<file path="config.mk">
export PLATFORM = sky130hd
export DESIGN_NAME = stopwatch_ctrl
export DESIGN_NICKNAME = d
export VERILOG_FILES = /design/src/rtl/stopwatch_ctrl.sv
export SDC_FILE = /design/constraint.sdc
export NUM_CORES = 1
export LEC_CHECK = 0
export CAP_MARGIN = 20
export CORE_MARGIN = 1.5
export CORE_UTILIZATION = 30
export CTS_CLUSTER_SIZE = 12
export DETAILED_ROUTE_END_ITERATION = 12
export GPL_ROUTABILITY_DRIVEN = 0
export PLACE_DENSITY_LB_ADDON = 0.2
export SKIP_LAST_GASP = 1
export SYNTH_ARGS = -nofsm -noshare
export SYNTH_HDL_FRONTEND = slang
export SYNTH_SLANG_ARGS = --single-unit
</file>
<file path="constraint.sdc">
create_clock -name clk -period 2.84 [get_ports clk]
set_input_delay 0.568 -clock clk [delete_from_list [all_inputs] [get_ports clk]]
set_output_delay 0.568 -clock clk [all_outputs]
set_load 0.02 [all_outputs]
</file>
<file path="src/rtl/stopwatch_ctrl.sv">
// Stopwatch run control: per-button sync/debounce/edge-detect feeding the
// idle/run/pause/lap FSM that drives counter enable/clear and display hold.
//
// state | meaning
// IDLE  | stopped, count cleared or untouched since reset
// RUN   | counting, display live
// PAUSE | stopped, count preserved
// LAP   | counting, display frozen on lap value
module stopwatch_ctrl #(
    parameter int DEBOUNCE_CYCLES = 1_000_000,
    parameter int DB_W            = 20
) (
    input  logic       clk,
    input  logic       rst,
    input  logic       btn_start_stop,
    input  logic       btn_lap,
    input  logic       btn_clear,
    output logic       count_en,
    output logic       count_clr,
    output logic       disp_hold,
    output logic [1:0] state
);

    typedef enum logic [1:0] {
        IDLE  = 2'b00,
        RUN   = 2'b01,
        PAUSE = 2'b10,
        LAP   = 2'b11
    } state_t;

    localparam logic [DB_W-1:0] CNT_MAX = DB_W'(DEBOUNCE_CYCLES - 1);

    // bit 0 start_stop, bit 1 lap, bit 2 clear
    logic [2:0] raw;
    logic [2:0] press;

    assign raw = {btn_clear, btn_lap, btn_start_stop};

    for (genvar g = 0; g < 3; g++) begin : g_btn
        logic            sync1;
        logic            sync2;
        logic            stable;
        logic            stable_d;
        logic            pulse;
        logic [DB_W-1:0] cnt;

        // The press pulse is registered so every output is one flop away
        // from an accepted level change.
        always_ff @(posedge clk or posedge rst) begin
            if (rst) begin
                sync1    <= 1'b0;
                sync2    <= 1'b0;
                stable   <= 1'b0;
                stable_d <= 1'b0;
                pulse    <= 1'b0;
                cnt      <= '0;
            end else begin
                sync1    <= raw[g];
                sync2    <= sync1;
                stable_d <= stable;
                pulse    <= stable & ~stable_d;
                if (sync2 == stable) begin
                    cnt <= '0;
                end else if (cnt == CNT_MAX) begin
                    stable <= sync2;
                    cnt    <= '0;
                end else begin
                    cnt <= cnt + DB_W'(1);
                end
            end
        end

        assign press[g] = pulse;
    end

    state_t state_q;
    state_t state_n;
    logic   clr_n;

    // Only the highest-priority event is consumed each cycle, even if the
    // current state ignores it.
    always_comb begin
        state_n = state_q;
        clr_n   = 1'b0;
        if (press[2]) begin
            if (state_q == IDLE || state_q == PAUSE) begin
                state_n = IDLE;
                clr_n   = 1'b1;
            end
        end else if (press[0]) begin
            case (state_q)
                IDLE:    state_n = RUN;
                RUN:     state_n = PAUSE;
                LAP:     state_n = PAUSE;
                PAUSE:   state_n = RUN;
                default: state_n = IDLE;
            endcase
        end else if (press[1]) begin
            if (state_q == RUN) begin
                state_n = LAP;
            end else if (state_q == LAP) begin
                state_n = RUN;
            end
        end
    end

    always_ff @(posedge clk or posedge rst) begin
        if (rst) begin
            state_q   <= IDLE;
            count_en  <= 1'b0;
            count_clr <= 1'b0;
            disp_hold <= 1'b0;
        end else begin
            state_q   <= state_n;
            count_en  <= (state_n == RUN) || (state_n == LAP);
            count_clr <= clr_n;
            disp_hold <= (state_n == LAP);
        end
    end

    assign state = state_q;

endmodule

</file>
==> reports/metrics.csv, run 1 <==
stage,metric,value,unit
synth,syn-cell-area,3710,um2
floorplan,start_util,30.8,%
setup_path,path_max_fanout,7,
synth,synth_area_leader_cell,dfrtp_1,
power_and_ir_drop,p_leak,1.75,nW
timing,setup_viol,0,
setup_path,critPathRequiredTime,3.10,ns
synth,synthAdderAreaFrac,2.36,%
cells_and_area,final_cells,554,
synth,synth.mux.area_fraction,1.21,%
power_and_ir_drop,ir_worst_vdd,445,uV
setup_path,endpoint,g_btn[1].cnt[18],
cells_and_area,final_common_cell,dfrtp_1,
floorplan,ios,10,
floorplan,rows,40,
timing,drv_slew,0,
cts,cts_hold_buf,0,
detailed_routing,drc,0,
synth,synth-seq-cells,79,
floorplan,die_y,114,um
timing,skew,0.00901,ns
detailed_routing,drt-vias-per-instance,4.75,
setup_path,critical_path_class,reg -> reg,
synth,synthFlopType,dfrtp_1,
cells_and_area,diodes,0,
setup_path,crit_path_end_kind,flop,
cts,clk_pin_slew,0.06,ns
synth,ys_async_sr_fraction,100,%
place,placed_cells,539,
synth,avgSynthCellArea,10.2,um2
detailed_routing,ant_nets,0,
timing,tightest_slew,0.356,ns
setup_path,worstSetupStartpoint,g_btn[1].cnt[0],
setup_path,reg2reg_slack,0.76,ns
power_and_ir_drop,power.density,534,nW/um2
cells_and_area,final_cell_mix,"dfrtp_1 (79), nor2_1 (47), xnor2_1 (24)",
synth,synth_top_family_by_area,simple AND/OR/NAND/NOR gates,
detailed_routing,routed_wl,6900,um
run_status,status,"finished, final reports clean",
timing,period_share,73.2,%
synth,syn_nets,377,
cells_and_area,seqCellArea,1980,um2
cts,postCtsSetupRepairBufs,0,
place,io_buffers,9,
power_and_ir_drop,power,0.00231,W
cells_and_area,layout.nets,394,
cells_and_area,multi_input_area,1650,um2
cells_and_area,area_delta_synth_final,16.5,%
synth,synth_edf_count,0,
global_route,grt_pass1_wl,12300,um
cts,clock-sinks,79,
synth,synthXorXnorAreaFrac,9.44,%
cells_and_area,utilization,35.9,%
timing,hold-worst-slack,0.349,ns
cts,clock_latency,0.33,ns
detailed_routing,wl_per_cell,12.5,um
detailed_routing,firstDrtPassIters,4,
cts,clockBufferDepth,2,
worst_hold_path,hp-class,reg -> reg,
job,cap_violations,0,
floorplan,die_x,114,um
floorplan,dieArea,13100,um2
setup_path,r2r_start,g_btn[1].cnt[0],
detailed_routing,drt_iter0_drc,107,
synth,synthSimpleGateAreaFrac,24.6,%
timing,hold_violations,0,
cells_and_area,final_layout_size_suffix_gt1_share,8.03,%
setup_path,reg2reg_depth,5,
synth,ys_types,38,
timing,fmax,0.481,GHz
cts,cts-root-buf,clkbuf_16,
synth,synth_top_area_share,53.3,%
timing,slew-limit-headroom,76.1,%
timing,timing.final.crit_period,2.08,ns
global_route,grt_max_degree,44,
synth,synth_area_leaders,"dfrtp_1 (53%), xnor2_1 (5.7%), nor2_1 (4.8%), xor2_1 (3.8%), ha_1 (2.4%)",
timing,tns,0,ns
synth,ys_seq_area_share,53.3,%
global_route,antenna_found_initial,0,
timing,rsz0062_at_grt,no,
place,hpwl,4670,um
cts,cts_tree,yes,
detailed_routing,vias,2633,
setup_path,start_kind,flop,
cts,post_cts_resize_count,0,
global_route,grt_overflow,0,
setup_path,timing.rr.end,g_btn[1].cnt[18],
global_route,track_usage,11.8,%
cells_and_area,fill_cells,1170,
cts,ctsHtreeMaxLevel,3,
synth,synth-warning-count,0,
floorplan,core_area,12100,um2
synth,synth_compound_area_share,6.61,%
global_route,grt_pass1_vias,2713,
cts,cts-buffers-inserted,9,
setup_path,arrival,2.34,ns
synth,syn_inst,365,
[report_power, final]
group           total, W  switching [W]  internal, W
logic          0.0000720      0.0000478    0.0000241
clock network    0.00108       0.000447     0.000638
registers        0.00115      0.0000142      0.00114
total            0.00231       0.000509      0.00180
[flip-flops by register name, summed over array words and instances, names as in the netlist]
signal	cells
g_btn.sync1	3
count_clr	1
g_btn.stable_d	3
g_btn.cnt	60
disp_hold	1
g_btn.sync2	3
g_btn.pulse	3
g_btn.stable	3
state	2
[worst max-delay path: stages (launching register included)]
cell and delay, ns:
dfrtp_1 0.38, ha_1 0.21, nand2_1 0.11, or4_1 0.66, or4_1 0.50, a21oi_1 0.15
[synthesized netlist by cell type (5+ instances only)]
cell / number
nor2b_1: 5
nor2_1: 47
or3_1: 7
inv_1: 15
xnor2_1: 24
nand4_1: 12
and3_1: 8
ha_1: 7
nand2_1: 23
xor2_1: 16
o31ai_1: 7
clkbuf_1: 7
nor4_1: 7
o21ai_0: 13
a21oi_1: 17
nand3_1: 17
or4_1: 8
dfrtp_1: 79
nor3_1: 14
[final cells by class]
cell class,instances,share of cell area [%]
sequential,79,45.7
multi-input combinational,262,38.2
clock inverter,4,0.694
tap,168,4.86
timing repair buffer,15,3.41
clock buffer,11,5.84
inverter,15,1.33
[worst min path at each step]
| stage | startpoint | end | cells after the start |
|---|---|---|---|
| floorplan | g_btn[0].sync1 | g_btn[0].sync2 | 0 |
| global placement | g_btn[0].sync1 | g_btn[0].sync2 | 0 |
| detailed placement | g_btn[1].sync1 | g_btn[1].sync2 | 0 |
| CTS | g_btn[1].sync1 | g_btn[1].sync2 | 0 |
| global route | g_btn[1].sync1 | g_btn[1].sync2 | 0 |
| finish | g_btn[1].sync1 | g_btn[1].sync2 | 0 |
[cells by family (layout without fill, tap and decap cells)]
kind of cell / count (synthesis) / count (layout)
compound gates: 42 / 42
simple gates: 169 / 169
xor+xnor: 40 / 40
mux: 4 / 4
buf+inv: 24 / 45
fa+ha+maj: 7 / 7
flops: 79 / 79
[stage by stage]
step	area (um2)	setup WS (ns)
2_1_floorplan	3710	0.249
3_3_place_gp	4040	0.814
3_5_place_dp	4040	0.768
4_1_cts	4330	0.773
5_1_grt	4330	0.608
6_report	4330	0.763
[routing by layer]
metal  GRT usage (%)  vias up  routed length [um]
met5               0        -                   0
met4            4.92        0                  90
met3            3.60        7                 213
met2            18.8       30                3180
met1            15.0     1270                3420
li1                -     1326                   -
(Power assumes the default switching activity.)
==> run 2: changes to the inputs <==
==> constraint.sdc (replaced) <==
create_clock -name clk -period 2.05 [get_ports clk]
set_input_delay 0.41 -clock clk [delete_from_list [all_inputs] [get_ports clk]]
set_output_delay 0.41 -clock clk [all_outputs]
set_load 0.02 [all_outputs]
==> reports/metrics.csv, run 2 (synthesized netlist as in run 1, its figures left out) <==
stage,metric,value,unit,change
cells_and_area,fill_cells,1216,,+3.9%
setup_path,path_cells,ha_1 > nand2_1 > or4_4 > or4_1 > a21oi_1,,
floorplan,rows,40,,unchanged
setup_path,critical_path_class,reg -> reg,,
setup_path,critPathMaxStageDelay,0.58,ns,-0.08 ns
place,hpwl,4880,um,+4.4%
power_and_ir_drop,combinationalPowerShare,3.1,%,about the same
cells_and_area,area_delta_synth_final,18.6,%,
place,io_buffers,9,,unchanged
timing,tightest_slew,0.367,ns,+0.0112 ns
timing,skew,0.00456,ns,-0.00446 ns
job,cap_violations,0,,unchanged
cts,postCtsSetupRepairBufs,0,,unchanged
power_and_ir_drop,internal_power,0.00259,W,+44%
power_and_ir_drop,netSwitchingPower,0.000715,W,+40%
timing,fmax,0.518,GHz,+7.6%
cts,clock_latency,0.33,ns,about the same
setup_path,critPathRequiredTime,2.31,ns,-0.79 ns
run_status,status,"finished, final reports clean",,
timing,period_share,94.2,%,+21 points
cells_and_area,layout.nets,401,,+1.8%
cts,clockBufferDepth,2,,unchanged
floorplan,core_area,12100,um2,unchanged
floorplan,die_x,114,um,unchanged
worst_hold_path,hp-class,reg -> reg,,
setup_path,arrival,2.19,ns,-0.15 ns
timing,tns,0,ns,unchanged
global_route,grt.met3_usage,3.44,%,-0.16 points
cts,ctsHtreeMaxLevel,3,,unchanged
cts,clock-sinks,79,,unchanged
power_and_ir_drop,p_leak,1.78,nW,+1.7%
detailed_routing,vias,2695,,+2.4%
detailed_routing,drt-vias-per-instance,4.80,,+0.90%
timing,hold_violations,0,,unchanged
cts,clk_pin_slew,0.06,ns,about the same
setup_path,path_max_fanout,7,,unchanged
timing,setup_viol,0,,unchanged
cells_and_area,final_layout_size_suffix_gt1_share,9.90,%,+1.9 points
global_route,grt_overflow,0,,unchanged
detailed_routing,wl_per_cell,12.6,um,+1.4%
global_route,antenna_found_initial,0,,unchanged
setup_path,start_kind,flop,,
cts,cts_hold_buf,0,,unchanged
power_and_ir_drop,power.density,751,nW/um2,+41%
setup_path,reg2reg_depth,5,,unchanged
worst_hold_path,holdPathStages,0,,unchanged
timing,drv_slew,0,,unchanged
power_and_ir_drop,power_frac_seq,48.4,%,-1.6 points
cts,cts-buffers-inserted,9,,unchanged
power_and_ir_drop,clock_power_share,48.5,%,+1.6 points
cts,cts_tree,yes,,
timing,hold-worst-slack,0.348,ns,-0.00113 ns
global_route,use_met1,16.1,%,+1.2 points
cells_and_area,top_register,g_btn.cnt,,
global_route,track_usage,12.4,%,+0.56 points
timing,rsz0062_at_grt,no,,
floorplan,dieArea,13100,um2,unchanged
global_route,grt_pass1_vias,2774,,+2.2%
timing,timing.final.crit_period,1.93,ns,-0.147 ns
detailed_routing,routed_wl,7090,um,+2.8%
cts,cts-root-buf,clkbuf_16,,
detailed_routing,drc,0,,unchanged
cells_and_area,final_common_cell,dfrtp_1,,
floorplan,start_util,30.8,%,unchanged
detailed_routing,ant_nets,0,,unchanged
cells_and_area,utilization,36.5,%,+0.63 points
global_route,grt_max_degree,53,,+20%
power_and_ir_drop,ir_worst_vdd,327,uV,-26%
global_route,grt.busiest_layer,met2,,
cells_and_area,largest_register_ffs,60,,unchanged
floorplan,ios,10,,unchanged
setup_path,critPathSlowestCell,or4_4,,
cts,post_cts_resize_count,0,,unchanged
detailed_routing,drt_iter0_drc,111,,+3.7%
global_route,grt_pass1_wl,12800,um,+4.4%
setup_path,crit_path_end_kind,flop,,
cells_and_area,final_cell_mix,"dfrtp_1 (79), nor2_1 (47), xnor2_1 (24)",,
floorplan,die_y,114,um,unchanged
cells_and_area,diodes,0,,unchanged
detailed_routing,firstDrtPassIters,4,,unchanged
timing,slew-limit-headroom,75.5,%,-0.58 points
global_route,met2_usage,19.0,%,+0.28 points
power_and_ir_drop,swShare,21.6,%,-0.39 points
[run 2: cell count changes in the layout (fill, tap and decap cells not counted)]
cell        change
buf_4           +7
bufinv_16       +1
clkbuf_1        +1
clkbuf_8        -1
clkinv_2        -1
clkinv_4        -1
clkinvlp_4      +3
inv_6           -1
or4_1           -1
or4_4           +1
[run 2: power by group through the flow]
stage	logic, W	clock network [W]	registers, W
after floorplan	0.0000647	0	0.00162
after global placement	0.000107	0	0.00163
after detailed placement	0.000107	0	0.00163
after CTS	0.000108	0.00165	0.00160
after global routing	0.000119	0.00173	0.00160
final	0.000103	0.00160	0.00160
[run 2: worst paths after layout]
kind	slack [ns]	start	to
hold / removal	0.35	g_btn[0].sync1	g_btn[0].sync2
setup / recovery	0.12	g_btn[1].cnt[0]	g_btn[1].cnt[18]
hold reg to reg	0.35	g_btn[0].sync1	g_btn[0].sync2
min in group asynchronous	0.41	rst	g_btn[1].cnt[15]
max in group asynchronous	1.07	rst	g_btn[0].cnt[8]
setup reg to reg	0.12	g_btn[1].cnt[0]	g_btn[1].cnt[18]
[run 2: metrics by stage]
stage | instance area (um2) | cells | power [W] | setup WS (ns)
5_1_grt | 4400 | 562 | 0.00345 | 0.0109
3_5_place_dp | 4100 | 546 | 0.00174 | 0.0555
4_1_cts | 4400 | 562 | 0.00336 | 0.0317
3_3_place_gp | 4100 | 546 | 0.00173 | 0.0939
2_1_floorplan | 3720 | 365 | 0.00169 | 0.109
6_report | 4400 | 562 | 0.00330 | 0.119
[run 2: metal layers]
metal	wire [um]	vias up	part of all wire, %
li1	-	1332	-
met1	3510	1318	49
met2	3250	36	46
met3	208	9	2.9
met4	123	0	1.7
met5	0	-	0
[run 2: final cells by class]
| class | instances | area (um2) | share of cell area [%] |
|---|---|---|---|
| clock buffer | 11 | 243 | 5.51 |
| clock inverter | 5 | 57.6 | 1.31 |
| inverter | 15 | 60.1 | 1.36 |
| multi-input combinational | 262 | 1650 | 37.6 |
| sequential | 79 | 1980 | 44.9 |
| tap | 168 | 210 | 4.78 |
| timing repair buffer | 22 | 200 | 4.55 |
[run 2: worst max-delay path: cells and delay by family (launching register included)]
kind	cells	cell delay, ns
simple gates	3	1.13
flops	1	0.38
fa+ha+maj	1	0.18
compound gates	1	0.16
==> run 3: changes to the inputs <==
--- a/config.mk
+++ b/config.mk
@@ -8,7 +8,7 @@
 export CAP_MARGIN = 20
 export CORE_MARGIN = 1.5
 export CORE_UTILIZATION = 30
-export CTS_CLUSTER_SIZE = 12
+export CTS_CLUSTER_SIZE = 24
 export DETAILED_ROUTE_END_ITERATION = 12
 export GPL_ROUTABILITY_DRIVEN = 0
 export PLACE_DENSITY_LB_ADDON = 0.2
==> results of run 3 <==
The final DEF is identical to that of run 2; final timing and power are the same.
